## src/rtl/mem_port_arbiter.sv

```systemverilog
// mem_port_arbiter: round-robin IF/D sharing of one fixed-latency memory; define MEM_PORT_ARBITER_MISALIGN_CHECK_EN to error misaligned D accesses
module mem_port_arbiter #(
  parameter int ADDR_WIDTH  = 32,
  parameter int DATA_WIDTH  = 32,
  parameter int MEM_LATENCY = 1
) (
  input  logic                  clk,
  input  logic                  reset,
  input  logic                  if_req,
  input  logic [ADDR_WIDTH-1:0] if_addr,
  output logic                  if_gnt,
  output logic                  if_rvalid,
  output logic [DATA_WIDTH-1:0] if_rdata,
  input  logic                  d_req,
  input  logic                  d_we,
  input  logic [ADDR_WIDTH-1:0] d_addr,
  input  logic [DATA_WIDTH-1:0] d_wdata,
  input  logic [3:0]            d_wstrb,
  output logic                  d_gnt,
  output logic                  d_rvalid,
  output logic [DATA_WIDTH-1:0] d_rdata,
  output logic                  d_err,
  output logic                  mem_en,
  output logic                  mem_we,
  output logic [3:0]            mem_wstrb,
  output logic [ADDR_WIDTH-3:0] mem_addr,
  output logic [DATA_WIDTH-1:0] mem_wdata,
  input  logic [DATA_WIDTH-1:0] mem_rdata,
  output logic                  busy
);
  typedef enum logic [1:0] {IDLE, ISSUE, WAIT, RESP} state_t;
  state_t state, state_nx;
  logic owner_d, last_d, we_q, can_gnt, pick_d, gnt, mis, err_q, unused_lsbs;
  logic [ADDR_WIDTH-3:0] addr_q;
  logic [DATA_WIDTH-1:0] wdata_q, rdata_q;
  logic [3:0] wstrb_q;
  logic [2:0] cnt;
  assign unused_lsbs = ^{if_addr[1:0], d_addr[1:0]};
  // grants are suppressed while reset is held so every output reads 0
  assign can_gnt = reset && (state == IDLE || state == RESP);
  assign pick_d  = d_req && (!if_req || !last_d);
  assign if_gnt  = can_gnt && if_req && !pick_d;
  assign d_gnt   = can_gnt && pick_d;
  assign gnt     = if_gnt || d_gnt;
`ifdef MEM_PORT_ARBITER_MISALIGN_CHECK_EN
  assign mis = d_gnt && d_addr[1:0] != 2'b00;
`else
  assign mis = 1'b0;
`endif
  always_comb begin
    state_nx = (state == ISSUE) ? WAIT :
               (state == WAIT)  ? (cnt == 3'd0 ? RESP : WAIT) :
               gnt ? (mis ? RESP : ISSUE) : IDLE;
  end
  always_ff @(posedge clk or negedge reset) begin
    if (!reset) begin
      state   <= IDLE;
      owner_d <= 1'b0;
      last_d  <= 1'b1;
      we_q    <= 1'b0;
      addr_q  <= '0;
      wdata_q <= '0;
      wstrb_q <= '0;
      rdata_q <= '0;
      cnt     <= '0;
      err_q   <= 1'b0;
    end else begin
      state <= state_nx;
      if (gnt) begin
        owner_d <= d_gnt;
        last_d  <= d_gnt;
        we_q    <= d_gnt && d_we;
        addr_q  <= d_gnt ? d_addr[ADDR_WIDTH-1:2] : if_addr[ADDR_WIDTH-1:2];
        wdata_q <= d_gnt ? d_wdata : '0;
        wstrb_q <= d_gnt ? d_wstrb : '0;
        rdata_q <= '0;
        err_q   <= mis;
      end
      if (state == ISSUE) cnt <= 3'(MEM_LATENCY - 1);
      else if (state == WAIT && cnt != 3'd0) cnt <= cnt - 3'd1;
      if (state == WAIT && cnt == 3'd0 && !we_q) rdata_q <= mem_rdata;
    end
  end
  assign busy      = state != IDLE;
  assign mem_en    = state == ISSUE;
  assign mem_we    = mem_en && we_q;
  assign mem_wstrb = mem_en ? wstrb_q : 4'b0;
  assign mem_addr  = addr_q;
  assign mem_wdata = wdata_q;
  assign if_rvalid = state == RESP && !owner_d;
  assign d_rvalid  = state == RESP && owner_d;
  assign if_rdata  = if_rvalid ? rdata_q : '0;
  assign d_rdata   = d_rvalid ? rdata_q : '0;
  assign d_err     = d_rvalid && err_q;
endmodule

```

## config.mk

```make
export PLATFORM = sky130hd
export DESIGN_NAME = mem_port_arbiter
export DESIGN_NICKNAME = d
export VERILOG_FILES = /design/src/rtl/mem_port_arbiter.sv
export SDC_FILE = /design/constraint.sdc
export NUM_CORES = 1
export LEC_CHECK = 0
export ABC_AREA = 1
export ABC_CLOCK_PERIOD_IN_PS = 3200
export BUFFER_PORTS_ARGS = -buffer_cell sky130_fd_sc_hd__buf_2
export CAP_MARGIN = 20
export CORE_MARGIN = 10
export CORE_UTILIZATION = 48
export DETAILED_ROUTE_END_ITERATION = 8
export MAX_ROUTING_LAYER = met4
export PLACE_DENSITY_LB_ADDON = 0.25
export SLEW_MARGIN = 30
export SYNTH_ARGS = -nofsm -noshare
export SYNTH_HDL_FRONTEND = slang
export SYNTH_SLANG_ARGS = --single-unit
```

## constraint.sdc

```tcl
create_clock -name clk -period 3.2 [get_ports clk]
set_clock_uncertainty 0.2 [all_clocks]
set_input_delay 0.32 -clock clk [delete_from_list [all_inputs] [get_ports clk]]
set_output_delay 0.32 -clock clk [all_outputs]
set_load 0.01 [all_outputs]
```

==> results.txt, run 1 <==
* Number of buffers created by CTS: 9
- After detailed routing, the number of remaining DRC violations is 0.
- Pre-Repair DR Iteration Count: 5
* Core Box Area: 10,200 um2
* Maximum clock frequency: 336 MHz
- Growth of design area from synthesis to finish: 58.0%
- Across every metal layer, demand over resource in global routing totals 0.266.
* Avg Vias per Cell: 5.17
* Number of nets still failing antenna checks after routing: 0
- Normalized max-slew margin: 0.485
- The wire-length estimate of the detail-placed layout is 12.5 mm.
- Yosys printed 0 warnings.
- After clock tree synthesis, the clock-pin slew on the worst setup and hold paths is 0.10 ns.
- Number of antenna violations at the first check in global routing: 4
- Final setup fails: 0
- In this run the vertical extent of the chip is 122 um.
- sky130_fd_sc_hd__dfrtp_1 takes more of the synthesized area than any other cell.
- For this run, the register share of the synthesized area comes to 0.533.
* Fraction of post-synthesis cell area in the top cell type by area: 0.528
* Vias in the first global route: 6,028
- Total wirelength of the detailed-routed design: 20.2 mm
- The clock period could shrink to 2.97 ns.
- The worst setup path is launched from a flop.
- The worst register-to-register path has a depth of 8.
- Setup total negative slack on the finished layout was measured at 0 ns.
- Final-report hold violation count: 0
- At the worst endpoint, the arrival time is 3.04 ns.
* Drt initial violations: 421
- Initial core utilization: 0.487
- Data on the critical path is required at its endpoint by 3.26 ns.
- The die covers 14,800 um2.
- Measured on the finished design, the core utilization comes to 0.769.
- In the post-synthesis netlist, the biggest area contributors are sky130_fd_sc_hd__dfrtp_1 53%, sky130_fd_sc_hd__nand2_1 17%, sky130_fd_sc_hd__nand3_1 9.4%, sky130_fd_sc_hd__nor2_1 5.1%, sky130_fd_sc_hd__nand4_1 4.0%.
* Row Count: 37
- Clock network latency to the later pin of the worst-skew pair: 0.36 ns
* I/O pin count: 275
* Unrepaired setup endpoints after global routing: no
* Startpoint of the worst register-to-register path: state[0]
- Clk sink count: 106
* Worst-case register-to-register setup slack: 0.23 ns
* Max Buffers Root-to-Sink: 2
- Number of vias after detailed routing: 5,981
* Overall power after layout: 6.18 mW
- The worst setup path is captured at a flop.
* Share of cells above drive strength 1: 0.299
- Synthesis produced 636 cells.
- The number of pins with negative max-slew slack in the final report is 0.
- Total placed instance area: 6390 um2
- Number of inserted filler cells in the final layout: 723
* Maximum resistive drop on vdd: 0.442 mV
* Post-Synthesis Cell Area: 4980 um2
* CTS tree: done
* Share of the clock period used by the worst path: 0.930
- Cell chosen for the clock root: sky130_fd_sc_hd__clkbuf_8
- On the final layout, the worst hold slack is 0.0185 ns.
* MaxCap Viol Count: 0
- The number of nets in the synthesized netlist is 779.
- Chip Width: 122 um
- Dividing the detail-routed wire length by the instance count gives 17.4 um.
* End of the critical path: mem_addr[14]
- Run status: completed
- Seq cells post-synth: 106
- Buffers placed on the I/O ports in this run total 269.
* Yosys cell types: 19
- Routability congestion estimate: 0.802
* Mean cell area of the mapped netlist: 7.83 um2
- The first global-routing pass estimated 30.6 mm of wire.
- Reg2Reg Capture Point: mem_addr[14]
* Total congestion overflow after global routing: 0
- Measured slew at the worst slew-check pin: 0.773 ns
* Worst Path Max Fanout: 43
- Entering global routing, the biggest net connects 61 pins.
- The min-delay analysis places its worst path in the category input pin to flop.
- Net count, final: 1,155
* Post-route cell area: 7870 um2
- The H-tree was split into 3 levels.
* Areal power density over the cells: 785 nW/um2
- In this run the most critical hold path is launched from if_addr[27].
- Critical path class: flop to flop
- In this run the worst setup path begins at state[0].
- Total leakage power: 4.54 nW
[sequential cells by signal, indices dropped and copies added, names as in the netlist]
| name | flops |
|---|---|
| mem_wdata | 32 |
| rdata_q | 32 |
| mem_addr | 30 |
| wstrb_q | 4 |
| cnt | 3 |
| state | 2 |
| last_d | 1 |
| owner_d | 1 |
| we_q | 1 |
[cells by family after synthesis]
| kind of cell | after synthesis | share of synthesized area |
|---|---|---|
| compound gates | 6 | 0.00603 |
| fa+ha+maj | 6 | 0.0151 |
| buf+inv | 96 | 0.0839 |
| flops | 106 | 0.533 |
| other cells | 1 | 0.000753 |
| simple gates | 421 | 0.361 |
[cell usage after synthesis, drive strengths merged]
cell,n
buf,28
ha,6
nor2,68
o21ai,3
dfstp,1
nand2,226
nand4,33
dfrtp,105
clkbuf,15
a21oi,3
conb,1
inv,53
nand3,94
[layer usage]
metal / GRT usage / up-vias / wire (um)
li1: - / 2751 / -
met1: 0.277 / 2815 / 6990
met2: 0.453 / 334 / 10300
met5: - / - / 0
met3: 0.0629 / 81 / 1810
met4: 0.152 / 0 / 1020
[how the worst min path moves through the flow]
stage	end	slack, ns	cells past startpoint
final	mem_addr[25]	0.02	3
after global routing	mem_addr[25]	0.02	3
after CTS	mem_addr[0]	0.0009	3
after detailed placement	last_d	0.10	1
after global placement	last_d	0.09	1
after floorplan	cnt[0]	-0.18	0
[stage by stage]
step                      setup slack, ns  instances
after floorplan                      1.25        636
after global placement              0.807       1010
after detailed placement            0.748       1010
after CTS                           0.232       1150
after global routing               0.0547       1157
final                               0.225       1157
[worst max-delay path, stage by stage (launching register included)]
cell	delay (ns)
sky130_fd_sc_hd__dfrtp_1	0.39
sky130_fd_sc_hd__inv_1	0.07
sky130_fd_sc_hd__ha_1	0.31
sky130_fd_sc_hd__inv_1	0.12
sky130_fd_sc_hd__nand4_2	0.55
sky130_fd_sc_hd__buf_12	0.42
sky130_fd_sc_hd__nand3_1	0.12
sky130_fd_sc_hd__nand3_1	0.11
sky130_fd_sc_hd__dlygate4sd3_1	0.57
[cells in the final DEF (no fill, tap or decap)]
master                            n
sky130_fd_sc_hd__clkinv_2         1
sky130_fd_sc_hd__buf_4           15
sky130_fd_sc_hd__conb_1           1
sky130_fd_sc_hd__inv_1           51
sky130_fd_sc_hd__o21ai_0          3
sky130_fd_sc_hd__nand3_1         93
sky130_fd_sc_hd__nand4_1         32
sky130_fd_sc_hd__nand2_1        224
sky130_fd_sc_hd__inv_2            1
sky130_fd_sc_hd__clkbuf_8         9
sky130_fd_sc_hd__nand3_2          1
sky130_fd_sc_hd__buf_2          268
sky130_fd_sc_hd__dfrtp_1        105
sky130_fd_sc_hd__nor2_4           1
sky130_fd_sc_hd__dlygate4sd3_1  124
sky130_fd_sc_hd__nor2_1          67
sky130_fd_sc_hd__dfstp_2          1
sky130_fd_sc_hd__ha_1             6
sky130_fd_sc_hd__clkbuf_1         4
sky130_fd_sc_hd__clkinvlp_4       1
sky130_fd_sc_hd__buf_12           1
sky130_fd_sc_hd__a21oi_1          3
sky130_fd_sc_hd__bufinv_16        2
sky130_fd_sc_hd__nand2_2          2
sky130_fd_sc_hd__nand4_2          1
sky130_fd_sc_hd__diode_2          4
[layout make-up]
type / count / area (um2) / area share
Timing Repair Buffer: 408 / 2720 / 0.345
Sequential cell: 106 / 2650 / 0.337
Multi-Input combinational cell: 434 / 1910 / 0.243
Tap cell: 136 / 170 / 0.0216
Inverter: 53 / 203 / 0.0258
Antenna cell: 4 / 10.0 / 0.00127
Clock inverter: 3 / 65.1 / 0.00827
Clock buffer: 13 / 139 / 0.0176
[power breakdown]
part | leakage (nW) | internal (mW) | total (mW) | switching [mW]
combinational | 3.05 | 1.21 | 2.99 | 1.78
sequential | 1.39 | 1.96 | 2.30 | 0.343
clock | 0.102 | 0.442 | 0.885 | 0.443
[what timing repair did]
item / 4_1_cts / 5_1_grt
endpoints found under the setup margin: 0 / 1
setup buffers: 0 / 3
hold buffers: 124 / 0
endpoints found under the hold margin: 145 / 0
resized for setup: 0 / 1
Power figures use the tool's default switching activity.
==> run 2, diff against run 1 <==
CORE_ASPECT_RATIO = 0.9   (was not set)
GPL_ROUTABILITY_DRIVEN = 0   (was not set)
==> run 2 against run 1 <==
Core utilization is 3.6 points lower. Critical path type is now input pin to output pin. Power fell by 0.38%. Wire length decreased by 8.8%.
==> results.txt, run 2 (synthesis gave the netlist of run 1 again) <==
- Number of antenna violations at the first check in global routing: 1
* Avg Vias per Cell: 5.10
* Power share of the sequential group: 0.374
- In this design, the stage delay of the slowest critical-path cell is 0.53 ns.
- The number of pins with negative max-slew slack in the final report was 0.
- Worst-case register-to-register setup slack: 0.77 ns
- Of the total power, the share spent switching nets is 0.410.
- Overall global routing resource usage: 0.246
- The tightest min-delay check is of the input pin to flop type.
* Number of buffers created by CTS: 9
* Reg clk slew, reported paths: 0.07 ns
* Count of non-filler cells in the finished layout: 1,096
- Arrival time worst endpoint: 2.20 ns
- Setup total negative slack on the finished layout was measured at 0 ns.
* Cell internal pwr: 3.63 mW
* Reg2Reg Capture Point: mem_addr[12]
- Combinational Power Share: 0.427
- Slowest-stage cell, CP: sky130_fd_sc_hd__dlygate4sd3_1
* Clk sink count: 106
- For the worst setup path, the data required time is 2.68 ns.
- Initial core utilization: 0.488
* Total congestion overflow after global routing: 0
- CTS H-tree depth: 3
- Drc violations: 0
- Share of the clock period used by the worst path: 0.850
* Total instance count after detailed placement: 1,003
- Of the cells placed in the final design, the portion with a size suffix greater than 1 is 0.314.
* Max Buffers Root-to-Sink: 2
* Maximum clock frequency: 368 MHz
* Most frequent standard cell in the layout excluding fill and tap cells: sky130_fd_sc_hd__buf_2
- The detailed router finished its first iteration with 405 violations.
- The number of setup buffers added after CTS is 0.
- Number of nets still failing antenna checks after routing: 0
- End of the critical path: d_gnt
- Switching power total: 2.53 mW
* Mean routed wirelength per cell: 16.8 um
- I/O pin count: 275
- After floorplanning, the core was divided into 35 placement rows.
- Normalized max-slew margin: 0.413
* Post-route cell area: 7480 um2
* Part of the total power dissipated in the clock network: 0.200
* Port-buffer cells: 269
* Startpoint of the worst register-to-register path: state[0]
* Cell depth of the worst flop-to-flop path: 8
* Most frequent cells in the layout: 268 x sky130_fd_sc_hd__buf_2, 224 x sky130_fd_sc_hd__nand2_1, 105 x sky130_fd_sc_hd__dfrtp_1
- From synthesis to final layout, the design area changed by 50.1%.
* Chip Width: 127 um
- Floorplan die area: 14,900 um2
- Largest net degree at the start of global routing: 72
- DPL Wire Length: 12.5 mm
- Run status: completed
* Pre-Repair DR Iteration Count: 5
- The placed instances occupy a cell area of 6370 um2.
- Vert. Die Dim: 117 um
- Vias in the first global route: 5,879
- First-pass GRT wire length: 28.8 mm
* Maximum resistive drop on vdd: 0.411 mV
- Wires add up to 18.4 mm.
* Critical path class: input pin to output pin
- Measured slew at the worst slew-check pin: 0.875 ns
- Areal power density over the cells: 823 nW/um2
* Category of the worst setup path launch point: input pin
- The critical path starts at reset.
* Clock network latency to the later pin of the worst-skew pair: 0.34 ns
* Core Box Area: 10,200 um2
* Net count, final: 1,104
- Kind of capture point of the worst setup path: output pin
- TritonCTS built the clock tree.
- The analysis attributes to cell leakage a power of 4.35 nW.
- Once layout is complete, the utilization of the core stands at 0.733.
- The number of failing hold endpoints at the final stage was 0.
* Final setup fails: 0
- Number of vias after detailed routing: 5,590
* Cells traversed along the worst timing path: dlygate4sd3_1 -> buf_4 -> nand2_1 -> nor2_4 -> buf_2
- The tree is rooted in a sky130_fd_sc_hd__clkbuf_16.
* Worst Path Max Fanout: 39
- The worst path needs 2.72 ns of the cycle, external delays included.
- MaxCap Viol Count: 0
* Unrepaired setup endpoints after global routing: no
[run 2: cell type report]
class,count,area [um2]
Fill cell,784,2730
Timing Repair Buffer,357,2200
Clock buffer,10,239
Sequential cell,106,2650
Clock inverter,6,95.1
Inverter,53,199
Multi-Input combinational cell,434,1920
Tap cell,129,161
Antenna cell,1,2.50
[run 2: power by group through the flow]
stage	Sequential (mW)	Clock [mW]	Combinational, mW
after floorplan	2.43	0	1.42
after global placement	2.27	0	2.45
after detailed placement	2.30	0	2.54
after CTS	2.29	1.25	2.62
after global routing	2.37	1.31	2.94
final	2.30	1.23	2.63
[run 2: worst min path at each step]
stage,depth (start not counted),startpoint,slack (ns),endpoint
floorplan,0,reset,-0.18,cnt[0]
global placement,1,reset,0.14,state[1]
detailed placement,1,reset,0.14,owner_d
CTS,3,d_addr[18],0.0003,mem_addr[16]
global route,3,d_wdata[22],0.01,mem_wdata[22]
finish,3,d_addr[18],0.007,mem_addr[16]
[run 2: routing by layer]
metal	GRT usage	vias up	share of wire	wire length, um
li1	-	2651	-	-
met1	0.258	2621	0.36	6670
met2	0.417	277	0.51	9320
met3	0.0803	41	0.10	1910
met4	0.106	0	0.027	490
met5	-	-	0	0
[run 2: metrics by stage]
step	total power, mW	hold slack (ns)	worst slack [ns]
global placement	4.72	0.140	0.867
floorplan	3.85	-0.176	1.25
global route	6.62	0.0136	0.274
CTS	6.15	0.000310	0.431
detailed placement	4.84	0.143	0.768
finish	6.16	0.00670	0.479
[run 2: timing repair]
| action | CTS | global route |
|---|---|---|
| gates resized for setup | 0 | 0 |
| hold endpoints to repair | 109 | 0 |
| hold buffers | 76 | 0 |
| endpoints found under the setup margin | 0 | 0 |
[run 2: worst max-delay path, delay by kind of cell]
family,cells,cell delay [ns]
buffers and inverters,3,1.21
and+or+nand+nor,2,0.65
==> run 3, diff against run 2 <==
CELL_PAD_IN_SITES_DETAIL_PLACEMENT = 1   (was not set)
CELL_PAD_IN_SITES_GLOBAL_PLACEMENT = 2   (was not set)
CORE_UTILIZATION = 25   (was 48)
HOLD_SLACK_MARGIN = 0.12   (was not set)
RECOVER_POWER = 25   (was not set)
==> run 3 against run 2 <==
Core utilization is 31 points lower. Wire length is 16% higher. Largest cell class is now non-clock buffers. Worst setup slack worse by 0.093 ns. Clock power is 4% lower. Highest routed layer unchanged. Register-to-register slack worse by 0.38 ns. Cell count is 16% higher. Sequential power hardly changed. Die area is 75% higher.
==> results.txt, run 3 (synthesis gave the netlist of run 1 again) <==
* Maximum clock frequency: 355 MHz
* Final setup fails: 0
- Slowest-stage cell, CP: sky130_fd_sc_hd__dlygate4sd3_1
- Vias in the first global route: 6,185
- Reg clk slew, reported paths: 0.08 ns
- Number of buffers created by CTS: 9
- After filler insertion, the fill cell instance count of the layout stands at 2,444.
- The worst-case IR drop observed on VDD is 0.336 mV.
* Initial core utilization: 0.257
- First-pass GRT wire length: 34.1 mm
- Final-report hold violation count: 0
- On the critical path the largest part of the delay comes from buffers and inverters.
- Floorplan die area: 26,000 um2
- Dividing the detail-routed wire length by the instance count gives 16.7 um.
* Number of max-slew violations in the final report: 0
- After the flow finishes, the layout carries non-filler instances totaling 1,273.
* Row Count: 48
- Counting both buffers and inverters, the worst setup path holds a total of 6.
* Number of nets still failing antenna checks after routing: 0
- For this design the top-level I/O count stands at 275.
- Share of cells above drive strength 1: 0.250
- Critical path's largest stage delay: 0.54 ns
* Critical path class: flop to flop
- Min Hold Slack: 0.275 ns
- CP most frequent cell: sky130_fd_sc_hd__inv_1
* MaxCap Viol Count: 0
* Number of vias after detailed routing: 5,588
* Category of the worst setup path launch point: flop
- Most frequent standard cell in the layout excluding fill and tap cells: sky130_fd_sc_hd__nand2_1
* Most frequent cells in the layout: 224 x sky130_fd_sc_hd__nand2_1, 220 x sky130_fd_sc_hd__buf_2, 130 x sky130_fd_sc_hd__dlygate4sd3_1
- Chip Width: 169 um
- Area of combinational cells with multiple inputs: 1920 um2
- Total wirelength of the detailed-routed design: 21.3 mm
* Final sum of negative setup slack: 0 ns
- STA classifies the critical path endpoint as a flop.
- Drt initial violations: 209
- The core region is 19,400 um2.
- Before antenna repair, the detailed router went through 4 iterations.
* Normalized max-slew margin: 0.301
- Run status: completed
- FF+latch area: 2650 um2
- Measured slew at the worst slew-check pin: 1.05 ns
- Overall global routing resource usage: 0.166
* Avg Vias per Cell: 4.39
- Growth of design area from synthesis to finish: 63.0%
* Largest net degree at the start of global routing: 69
- At the end of the flow, the number of nets in the layout was 1,160.
- Port-buffer cells: 269
* Clk sink count: 106
- The tree is rooted in a sky130_fd_sc_hd__clkbuf_16.
* Unrepaired setup endpoints after global routing: no
- STA puts the critical path data required time at 3.30 ns.
- Total leakage power: 4.44 nW
- TritonCTS built the clock tree.
* Max Buffers Root-to-Sink: 2
* Share of the clock period used by the worst path: 0.879
- The die is 154 um tall.
- Clock network latency to the later pin of the worst-skew pair: 0.35 ns
* Total instance count after detailed placement: 1,126
- Worst Path Max Fanout: 31
- The worst path in the final design needs a cycle of 2.81 ns, including I/O delays and setup.
* Areal power density over the cells: 793 nW/um2
* Number of antenna violations at the first check in global routing: 1
- Cells traversed along the worst timing path: inv_1 -> ha_1 -> inv_1 -> nand3_2 -> buf_4 -> inv_1 -> buf_4 -> nand3_1 -> nand3_1 -> dlygate4sd3_1
- The worst hold path belongs to the class flop to flop.
- Total congestion overflow after global routing: 0
- After detailed routing, the number of remaining DRC violations is 0.
* Arrival time worst endpoint: 2.91 ns
- CTS H-tree depth: 3
- DPL Wire Length: 14.7 mm
run 3: changes by cell type in the layout (fill, tap and decap cells not counted), moves of 2 or more:
cell / previous run / this run
sky130_fd_sc_hd__buf_12: 0 / 2
sky130_fd_sc_hd__buf_2: 268 / 220
sky130_fd_sc_hd__buf_4: 12 / 10
sky130_fd_sc_hd__clkbuf_1: 0 / 49
sky130_fd_sc_hd__dlygate4sd3_1: 76 / 130
sky130_fd_sc_hd__inv_6: 3 / 1
sky130_fd_sc_hd__inv_8: 0 / 2
run 3: final cells by class:
| class | instances | share of cell area |
|---|---|---|
| antenna | 1 | 0.000308 |
| clock buffer | 9 | 0.0277 |
| clock inverter | 7 | 0.0106 |
| inverter | 53 | 0.0245 |
| multi-input combinational | 434 | 0.237 |
| sequential | 106 | 0.327 |
| tap | 250 | 0.0385 |
| timing repair buffer | 413 | 0.335 |
run 3: per-stage QoR:
step	worst slack [ns]	area [um2]	util	power [mW]
floorplan	1.25	4980	-	3.85
global placement	0.690	6550	0.337	4.92
detailed placement	0.851	6570	0.338	4.98
CTS	0.323	8180	0.422	6.62
global route	0.157	8120	0.419	7.06
finish	0.386	8120	0.419	6.44
run 3: report_power, final:
part           leakage (nW)  switching (mW)  total (mW)  internal (mW)
clock                 0.150           0.557        1.18          0.625
combinational          2.90            1.77        2.96           1.19
sequential             1.39           0.327        2.29           1.96
run 3: worst register-to-register path, stage by stage, from the launching register on:
cell and delay [ns]:
sky130_fd_sc_hd__dfrtp_1 0.38, sky130_fd_sc_hd__inv_1 0.07, sky130_fd_sc_hd__ha_1 0.32, sky130_fd_sc_hd__inv_1 0.15, sky130_fd_sc_hd__nand3_2 0.12, sky130_fd_sc_hd__buf_4 0.25, sky130_fd_sc_hd__inv_1 0.09, sky130_fd_sc_hd__buf_4 0.33
sky130_fd_sc_hd__nand3_1 0.20, sky130_fd_sc_hd__nand3_1 0.12, sky130_fd_sc_hd__dlygate4sd3_1 0.54
run 3: worst paths after layout:
path                          startpoint             to  slack [ns]  cells after the start
max                             state[0]    mem_addr[6]        0.39                     10
min                        mem_wdata[12]  mem_wdata[12]        0.27                      2
min in group asynchronous          reset   mem_addr[25]        0.73                      3
max in group asynchronous          reset     rdata_q[1]        1.25                      3
min reg2reg                mem_wdata[12]  mem_wdata[12]        0.27                      2
max reg2reg                     state[0]    mem_addr[6]        0.39                     10
run 3: what timing repair did:
item | in CTS | in global routing
buffers inserted | 0 | 0
hold buffers | 130 | 0
resized for setup | 0 | 0
setup endpoints to repair | 0 | 0
endpoints found under the hold margin | 204 | 0
run 3: layer usage:
metal,vias up,track usage,part of all wire
met5,-,-,0
met4,0,0.0290,0.0087
met3,14,0.0665,0.088
met2,176,0.270,0.48
met1,2640,0.192,0.42
li1,2758,-,-
